--- src/rtl/branch_pkg.sv ---
// Shared BrOp encodings for the branch unit.
// BR_JUMP / BR_NONE are wildcard prefixes ('?' bits) meant for casez decode.
package branch_pkg;

  localparam int BROP_W = 5;

  localparam logic [BROP_W-1:0] BR_JUMP = 5'b1????;
  localparam logic [BROP_W-1:0] BR_NONE = 5'b00???;
  localparam logic [BROP_W-1:0] BEQ     = 5'b01000;
  localparam logic [BROP_W-1:0] BNE     = 5'b01001;
  localparam logic [BROP_W-1:0] BLT     = 5'b01100;
  localparam logic [BROP_W-1:0] BGE     = 5'b01101;
  localparam logic [BROP_W-1:0] BLTU    = 5'b01110;
  localparam logic [BROP_W-1:0] BGEU    = 5'b01111;

  // True only for the six conditional compare codes; 01010/01011 are unused.
  function automatic logic br_is_cond(input logic [BROP_W-1:0] op);
    logic r;
    r = 1'b0;
    case (op)
      BEQ, BNE, BLT, BGE, BLTU, BGEU: r = 1'b1;
      default:                        r = 1'b0;
    endcase
    return r;
  endfunction

endpackage

--- src/rtl/branch_cmp.sv ---
// Operand comparator for the branch unit.
// Ports:
//   i_rs1, i_rs2    : XLEN-bit operands
//   o_eq            : i_rs1 == i_rs2
//   o_lt_signed     : i_rs1 <  i_rs2, two's complement
//   o_lt_unsigned   : i_rs1 <  i_rs2, unsigned
module branch_cmp #(
  parameter int XLEN = 32
) (
  input  logic [XLEN-1:0] i_rs1,
  input  logic [XLEN-1:0] i_rs2,
  output logic            o_eq,
  output logic            o_lt_signed,
  output logic            o_lt_unsigned
);

  assign o_eq          = (i_rs1 == i_rs2);
  assign o_lt_signed   = ($signed(i_rs1) < $signed(i_rs2));
  assign o_lt_unsigned = (i_rs1 < i_rs2);

endmodule

--- src/rtl/branch_unit.sv ---
// Branch decision unit: decides PC+4 vs branch target from BrOp and operands.
// Optional statistics counters are built when BRANCH_UNIT_STATS_EN is defined.
// Ports:
//   clk, rst            : clock and async active-high reset (counters only)
//   rs1, rs2            : XLEN-bit compare operands
//   BrOp                : 5-bit branch operation
//   NextPcSrc           : 1 = branch target, 0 = PC+4 (combinational)
//   cnt_clr             : sync clear of counters          (stats build only)
//   br_cnt, taken_cnt   : conditional / taken counters    (stats build only)
module branch_unit
  import branch_pkg::*;
#(
  parameter int XLEN  = 32,
  parameter int CNT_W = 32
) (
  input  logic                clk,
  input  logic                rst,
  input  logic [XLEN-1:0]     rs1,
  input  logic [XLEN-1:0]     rs2,
  input  logic [BROP_W-1:0]   BrOp,
  output logic                NextPcSrc
`ifdef BRANCH_UNIT_STATS_EN
  ,
  input  logic                cnt_clr,
  output logic [CNT_W-1:0]    br_cnt,
  output logic [CNT_W-1:0]    taken_cnt
`endif
);

  logic w_eq;
  logic w_lt_s;
  logic w_lt_u;
  logic w_next;

  branch_cmp #(.XLEN(XLEN)) u_cmp (
    .i_rs1         (rs1),
    .i_rs2         (rs2),
    .o_eq          (w_eq),
    .o_lt_signed   (w_lt_s),
    .o_lt_unsigned (w_lt_u)
  );

  // Unmatched or X/Z codes fall through to the default of 0.
  always_comb begin
    w_next = 1'b0;
    casez (BrOp)
      BR_JUMP: w_next = 1'b1;
      BR_NONE: w_next = 1'b0;
      BEQ:     w_next = w_eq;
      BNE:     w_next = ~w_eq;
      BLT:     w_next = w_lt_s;
      BGE:     w_next = ~w_lt_s;
      BLTU:    w_next = w_lt_u;
      BGEU:    w_next = ~w_lt_u;
      default: w_next = 1'b0;
    endcase
  end

  assign NextPcSrc = w_next;

`ifdef BRANCH_UNIT_STATS_EN
  logic [CNT_W-1:0] r_br_cnt;
  logic [CNT_W-1:0] r_taken_cnt;
  logic             w_is_cond;

  localparam logic [CNT_W-1:0] CNT_ONE = {{(CNT_W-1){1'b0}}, 1'b1};

  assign w_is_cond = br_is_cond(BrOp);

  // Counters wrap naturally; clear wins over a same-edge increment.
  always_ff @(posedge clk or posedge rst) begin
    if (rst) begin
      r_br_cnt    <= '0;
      r_taken_cnt <= '0;
    end else if (cnt_clr) begin
      r_br_cnt    <= '0;
      r_taken_cnt <= '0;
    end else begin
      if (w_is_cond) r_br_cnt    <= r_br_cnt + CNT_ONE;
      if (w_next)    r_taken_cnt <= r_taken_cnt + CNT_ONE;
    end
  end

  assign br_cnt    = r_br_cnt;
  assign taken_cnt = r_taken_cnt;
`else
  // Purely combinational build: clock, reset and counter width are unused.
  localparam int unused_cnt_w = CNT_W;
  logic w_unused;
  assign w_unused = ^{clk, rst};
`endif

endmodule

--- config.mk ---
export PLATFORM = sky130hd
export DESIGN_NAME = branch_unit
export DESIGN_NICKNAME = d
export VERILOG_FILES = /design/src/rtl/branch_pkg.sv /design/src/rtl/branch_cmp.sv /design/src/rtl/branch_unit.sv
export SDC_FILE = /design/constraint.sdc
export NUM_CORES = 1
export LEC_CHECK = 0
export BUFFER_PORTS_ARGS = -buffer_cell sky130_fd_sc_hd__buf_2
export CORE_UTILIZATION = 35
export DETAILED_ROUTE_END_ITERATION = 8
export PLACE_DENSITY = 0.73
export SETUP_SLACK_MARGIN = 0.02
export SYNTH_ARGS = -nofsm -noshare
export SYNTH_HDL_FRONTEND = slang
export SYNTH_SLANG_ARGS = --single-unit
--- constraint.sdc ---
create_clock -name vclk -period 5.2
set_clock_uncertainty 0.1 [all_clocks]
set_input_delay 0.26 -clock vclk [all_inputs]
set_output_delay 0.26 -clock vclk [all_outputs]
set_load 0.01 [all_outputs]
Yosys cells after proc, flatten, opt, wreduce, memory -nomap -nowiden
Index checks and enable logic that the tools add are counted.
W data, S select, Z words.
{ "classes": {"order_cmp": 2, "eq_ne": 7, "n_mux": 1, "n_bitwise": 3} }
{ "op_table": {"columns": ["operator", "count"], "rows": [
  ["$lt A32 B32 Y1", 2],
  ["$eq A32 B32 Y1", 1],
  ["$eq A5 B4 Y1 const B", 6],
  ["$pmux W1 S7", 1],
  ["$not A1 Y1", 3]
]} }
{ "word_totals": {"reg_bits": 0, "inputBits": 71} }

Depth between registers and ports, before layout
Gate-level depths: netlist of run 1.
{ "depth": {"ltp_word": 3, "ltp_mapped": 9, "mapped_depth_nobuf": 9} }

By module
A second synthesis of run 1 with hierarchy kept.
{ "hier_totals": {"hier_cells": 121, "area_unflattened_um2": 869.6} }
{ "by_module_without_submodules": {"columns": ["mod", "cells_per_inst", "instances", "area_each_um2", "seq_area_each_um2"], "rows": [
  ["branch_cmp", 115, 1, 822.0, 0.0],
  ["branch_unit", 6, 1, 47.5, 0.0]
]} }

Worst setup path before layout of run 1
No wires, ideal clock.
{ "synth_path": {"path_kind": "input to output", "startpoint": "in rs2[30]", "endpoint": "out NextPcSrc", "n_path_buf": 0, "t_arrival_ns": 1.954, "slack_ns": 2.886, "cell_stages": 9, "path_cell_list": "inv_1 ha_1 a21oi_2 nand2_1 a221o_1 a211o_1 and2_1 a2111oi_2 nand2_1"} }
{ "synth_between": {"elab_chain_len": 3} }
{ "synth_lines": {"columns": ["element", "line_no", "text"], "rows": [
  ["start: declaration", "branch_unit.sv:19", "input logic [XLEN-1:0] rs2,"],
  ["$lt A32 B32 Y1 (tied with other cells)", "branch_cmp.sv:19", "assign o_lt_unsigned = (i_rs1 < i_rs2);"],
  ["$not A1 Y1, on equally long branches", "branch_unit.sv:54, branch_unit.sv:50, branch_unit.sv:52", null],
  ["$pmux W1 S7 (*)", "branch_unit.sv:46", "casez (BrOp)"],
  ["end: declaration", "branch_unit.sv:21", "output logic NextPcSrc"]
]} }
Mark *: on every way between the ends. The rest lies on a longest branch, timed or not.

Final worst setup path of run 1
{ "layout_path": {"startpoint": "in rs1[30]", "endpoint": "out NextPcSrc"} }
{ "layout_between": {"elab_chain_len": 3} }
{ "layout_lines": {"columns": ["element", "line_no", "text"], "rows": [
  ["start: declaration", "branch_unit.sv:18", "input logic [XLEN-1:0] rs1,"],
  ["$lt A32 B32 Y1 (tied with other cells)", "branch_cmp.sv:19", null],
  ["$not A1 Y1, on equally long branches", "branch_unit.sv:54, branch_unit.sv:50, branch_unit.sv:52", null],
  ["$pmux W1 S7 (*)", "branch_unit.sv:46", null]
]} }
Marked as above.

==> results by group, run 1 <==
Final layout
  • Reg area: 0 µm²
  • Layout Nets: 299
  • Share of cells above drive strength 1: 0.381
  • Area Growth Syn to Fin: 43.6%
  • Fillers: 232
  • Seq_cells: 0
  • Area occupied by multi-input gates: 763 µm²
  • ANT cells: 0
  • # clk buffers: 0

Timing
  • RSZ-0062 raised after global routing: no
  • Fin. Hold Viols: 0
  • Achievable Freq: 0.385 GHz
  • Final Setup Violations: 0
  • Fin crit share: 0.499
  • Slew headroom: 0.732
  • Count of pins over their slew limit: 0
  • Least-Margin Pin Slew: 0.398 ns
  • Minimum clock period: 2.60 ns
  • Setup tns final: 0 ns

Synthesis
  • Post-synth top area cell: ha_1
  • Yosys top cell area share: 0.453
  • Synth Area per Inst: 7.12 µm²
  • Synth cell types: 27
  • Area contributors post-synth: ha_1 (45%), inv_1 (14%), a21oi_1 (6.8%), nand4_1 (5.0%), nand3_1 (3.4%)
  • Synth Warn #: 0
  • Syn nets: 227
  • Post-synthesis sequential area ratio: 0
  • Cells after Synth: 124
  • Post-synth top cells: ha_1 (32), inv_1 (32), a21oi_1 (12)
  • Mapped cell area: 883 µm²

Global routing
  • GRT Residual Overflow: 0
  • Gr usage total: 0.174
  • Global-route wire length before repair: 3790 µm
  • Largest net degree at the start of global routing: 6
  • Vias in the first global route: 1013
  • Initial antenna violation count: 0

Clock network
  • Cts hold-fix bufs: 0
  • Buffers inserted by post-CTS timing repair: 0
  • Cts repair resizes: 0

Worst setup path
  • Worst EP arrival: 2.24 ns
  • CP Launch Type: input port
  • CP max FO: 3
  • Critical path class: in2out
  • Critical path endpoint category: output port
  • Req. time, crit path: 4.84 ns

Job
  • Max Cap Violations: 0

Die
  • DIE AREA: 2730 µm²
  • Die W: 52.2 µm
  • Row cnt: 17
  • Die H: 52.2 µm
  • Core Region: 2300 µm²
  • IO Pins: 72
  • Starting Density: 0.385

Route
  • Via count: 1081
  • Wirelength per Cell: 9.68 µm
  • Final antenna-violating net count: 0
  • Initial DRC Count: 8
  • Post-Route WL: 2150 µm
  • DR pass1 iterations: 4
  • Post-route DRC: 0
  • Via/cell ratio: 4.87

Hold path
  • HP Class: in2out
  • WHS Endpoint: NextPcSrc
  • Hold wc startpoint: BrOp[4]
  • Hold depth: 4

Place
  • Placer congestion estimate: 0.762
  • Number of I/O port buffers: 70
  • DP HPWL: 2050 µm

Power and ir drop
  • P_leak: 0.812 nW
  • Peak supply drop: 34.5 µV
  • Power per cell area: 67.1 nW/µm²
  • Design Power: 0.0851 mW

Status
  • Status: finished, final reports clean
kinds of logic (layout without fill, tap and decap cells):
family,after synthesis,in the layout,share of synthesized area
adders and majority gates,32,32,0.453
AOI/OAI and AO/OA,25,25,0.184
buffers and inverters,32,102,0.136
and+or+nand+nor,33,33,0.207
xor gates and xnor gates,2,2,0.0198
cells in the final DEF (no fill, tap or decap), drive strengths merged:
| cell type | synthesis | routed |
|---|---|---|
| xor2 | 2 | 2 |
| or4 | 1 | 1 |
| a21boi | 1 | 1 |
| nand2 | 7 | 7 |
| a21o | 2 | 2 |
| nand4 | 8 | 8 |
| a2111oi | 1 | 1 |
| and2b | 1 | 1 |
| o31ai | 1 | 1 |
| nand3 | 6 | 6 |
| inv | 32 | 32 |
| nor2 | 4 | 4 |
| nor4 | 2 | 2 |
| a221o | 1 | 1 |
| o211ai | 1 | 1 |
| a211oi | 1 | 1 |
| and2 | 1 | 1 |
| nor3 | 1 | 1 |
| ha | 32 | 32 |
| buf | 0 | 70 |
| nor4b | 1 | 1 |
| o21ai | 3 | 3 |
| nor2b | 1 | 1 |
| a211o | 1 | 1 |
| a21oi | 13 | 13 |
worst max path at each step:
stage	from	to	depth (start not counted)
final	rs1[30]	NextPcSrc	10
after global routing	rs2[30]	NextPcSrc	11
after CTS	rs1[30]	NextPcSrc	10
after detailed placement	rs1[30]	NextPcSrc	10
after global placement	rs1[30]	NextPcSrc	10
after floorplan	rs2[30]	NextPcSrc	9
power breakdown:
part           switching, mW  internal [mW]  leakage, nW
Combinational         0.0395         0.0456        0.812
Clock                      0              0            0
Sequential                 0              0            0
Total                 0.0395         0.0456        0.812
per-layer routing:
| metal | vias up | track usage | share of wire | routed length, µm |
|---|---|---|---|---|
| met5 | - | 0 | 0 | 0 |
| met4 | 0 | 0 | 0 | 0 |
| met3 | 0 | 0.00580 | 0.080 | 173 |
| met2 | 51 | 0.378 | 0.49 | 1060 |
| met1 | 452 | 0.189 | 0.42 | 913 |
| li1 | 578 | - | - | - |
area by class of cell:
type,instances,share of cell area
Multi-Input combinational cell,92,0.602
Timing Repair Buffer,70,0.276
Inverter,32,0.0947
Tap cell,28,0.0276
metrics by stage:
stage / area [µm²] / utilization / hold slack [ns] / instances / setup WS, ns
3_5_place_dp: 1270 / 0.552 / 0.707 / 222 / 2.60
2_1_floorplan: 883 / - / 0.533 / 124 / 2.89
5_1_grt: 1270 / 0.552 / 0.726 / 222 / 2.47
3_3_place_gp: 1270 / 0.552 / 0.708 / 222 / 2.65
6_report: 1270 / 0.552 / 0.713 / 222 / 2.60
4_1_cts: 1270 / 0.552 / 0.711 / 222 / 2.59
critical path: stages:
cell	delay [ns]
buf_2	0.10
ha_1	0.34
a21oi_2	0.16
nand2_1	0.06
a221o_1	0.34
a211o_1	0.28
and2_1	0.15
a2111oi_2	0.32
nand2_1	0.08
buf_2	0.14
No activity file was read; power rests on OpenSTA's default activity.
==> run 2: changes to the inputs <==
- PLACE_DENSITY: 0.73 -> 0.76
- clock period: 5.2 -> 2.3 ns (I/O delays scaled with it)
==> results by group, run 2 (synthesis gave the netlist of run 1 again) <==
Final layout
  • Area Growth Syn to Fin: 56.1% (was 43.6%)
  • Area occupied by multi-input gates: 858 µm² (was 763 µm²)
  • # clk buffers: 0 (unchanged)
  • Commonest cells after routing, fill and taps aside: buf_2 (70), inv_1 (30), ha_1 (26), a21oi_1 (10) (was buf_2 (70), inv_1 (32), ha_1 (32), a21oi_1 (12))
  • Fillers: 223 (was 232)
  • Final core occ: 0.600 (was 0.552)
  • Reg area: 0 µm² (unchanged)
  • Most common cell after layout, fill and taps aside: buf_2 (unchanged)
  • Layout Nets: 301 (was 299)
  • Share of cells above drive strength 1: 0.449 (was 0.381)
  • ANT cells: 0 (unchanged)
  • Seq_cells: 0 (unchanged)

Place
  • Placement Setup Slack: 0.0265 ns (was 2.60 ns)
  • Placer congestion estimate: 0.743 (was 0.762)
  • DP HPWL: 1950 µm (was 2050 µm)
  • Number of I/O port buffers: 70 (unchanged)

Worst setup path
  • Critical path class: in2out (unchanged)
  • CP Launch Type: input port (unchanged)
  • WP buf/inv: 4 (was 2)
  • CP max-delay cell: ha_1 (unchanged)
  • Top cell by count, worst path: buf_2
  • Crit path cell chain: buf_2 -> inv_1 -> ha_1 -> nand4_2 -> buf_4 -> nor4_2 -> nand3_1 -> xor2_1 -> nor4b_2 -> a2111oi_2 -> nand2_1 -> buf_2 (was buf_2 -> ha_1 -> a21oi_2 -> nand2_1 -> a221o_1 -> a211o_1 -> and2_1 -> a2111oi_2 -> nand2_1 -> buf_2)
  • Critical path's largest stage delay: 0.32 ns (was 0.34 ns)
  • Worst EP arrival: 1.98 ns (was 2.24 ns)
  • Critical path endpoint category: output port (unchanged)
  • CP max FO: 4 (was 3)
  • Req. time, crit path: 2.09 ns (was 4.84 ns)
  • Crit path max-delay family: simple AND/OR/NAND/NOR gates (was compound AO/OA/AOI/OAI gates)
  • Worst setup path start: rs2[31] (was rs1[30])

Global routing
  • Global-route wire length before repair: 3380 µm (was 3790 µm)
  • Initial antenna violation count: 0 (unchanged)
  • Gr usage total: 0.153 (was 0.174)
  • GRT Residual Overflow: 0 (unchanged)
  • Vias in the first global route: 933 (was 1013)
  • Largest net degree at the start of global routing: 5 (was 6)

Die
  • Starting Density: 0.385 (unchanged)
  • IO Pins: 72 (unchanged)
  • Die W: 52.2 µm (unchanged)
  • Core Region: 2300 µm² (unchanged)
  • Die H: 52.2 µm (unchanged)
  • Row cnt: 17 (unchanged)
  • DIE AREA: 2730 µm² (unchanged)

Route
  • Post-Route WL: 2350 µm (was 2150 µm)
  • Wirelength per Cell: 10.5 µm (was 9.68 µm)
  • DR pass1 iterations: 2 (was 4)
  • Post-route DRC: 0 (unchanged)
  • Via count: 1080 (was 1081)
  • Initial DRC Count: 4 (was 8)
  • Via/cell ratio: 4.82 (was 4.87)
  • Final antenna-violating net count: 0 (unchanged)

Hold path
  • HP Class: in2out (unchanged)
  • Hold wc startpoint: BrOp[4] (unchanged)
  • Hold depth: 4 (unchanged)
  • WHS Endpoint: NextPcSrc (unchanged)

Power and ir drop
  • Power per cell area: 156 nW/µm² (was 67.1 nW/µm²)
  • Peak supply drop: 80.0 µV (was 34.5 µV)
  • P_leak: 0.821 nW (was 0.812 nW)

Clock network
  • Buffers inserted by post-CTS timing repair: 0 (unchanged)

Timing
  • Setup tns final: 0 ns (unchanged)
  • Fin crit share: 0.955
  • Least-Margin Pin Slew: 0.351 ns (was 0.398 ns)
  • Slew headroom: 0.764 (was 0.732)
  • Minimum clock period: 2.20 ns
  • Final Setup Violations: 0 (unchanged)
  • Achievable Freq: 0.455 GHz
  • Final WS setup: 0.103 ns (was 2.60 ns)
  • Fin. Hold Viols: 0 (unchanged)
  • Count of pins over their slew limit: 0 (unchanged)

Status
  • Status: finished, final reports clean (unchanged)

Job
  • Max Cap Violations: 0 (unchanged)
run 2: cell types whose count changed in the layout (fill, tap and decap cells not counted), sizes merged:
cell  previous run  this run
buf             70        72
run 2: cell type report:
type / count / area share
timing repair buffer: 72 / 0.265
multi-input combinational: 92 / 0.623
inverter: 32 / 0.0871
tap: 28 / 0.0254
run 2: power by group:
| part | internal, mW | total, mW | switching, mW | leakage (nW) |
|---|---|---|---|---|
| Combinational | 0.116 | 0.215 | 0.0994 | 0.821 |
| Clock | 0 | 0 | 0 | 0 |
| Sequential | 0 | 0 | 0 | 0 |
| Total | 0.116 | 0.215 | 0.0994 | 0.821 |
run 2: per-layer routing:
layer | up-vias | share of wire | GRT usage
met5 | - | 0 | 0
met2 | 47 | 0.50 | 0.301
met1 | 451 | 0.41 | 0.189
met4 | 0 | 0.0034 | 0
met3 | 2 | 0.088 | 0.0116
li1 | 580 | - | -
run 2: worst max-delay path by stage:
stage / endpoint / slack (ns) / depth (start not counted)
after floorplan: NextPcSrc / 0.28 / 9
after global placement: NextPcSrc / 0.04 / 10
after CTS: NextPcSrc / 0.03 / 10
final: NextPcSrc / 0.10 / 12
after global routing: NextPcSrc / -0.06 / 12
after detailed placement: NextPcSrc / 0.03 / 10
run 2: what timing repair did:
item | 4_1_cts | 5_1_grt
setup endpoints to repair | 0 | 1
gates resized for setup | 0 | 14
hold buffers | 0 | 0
endpoints found under the hold margin | 0 | 0
run 2: through the flow:
step,total power [mW],std cells,hold WS (ns),cell area (µm²)
2_1_floorplan,0.108,124,0.243,883
4_1_cts,0.195,224,0.418,1280
3_5_place_dp,0.194,224,0.416,1280
5_1_grt,0.246,224,0.479,1380
6_report,0.215,224,0.451,1380
3_3_place_gp,0.190,224,0.421,1280
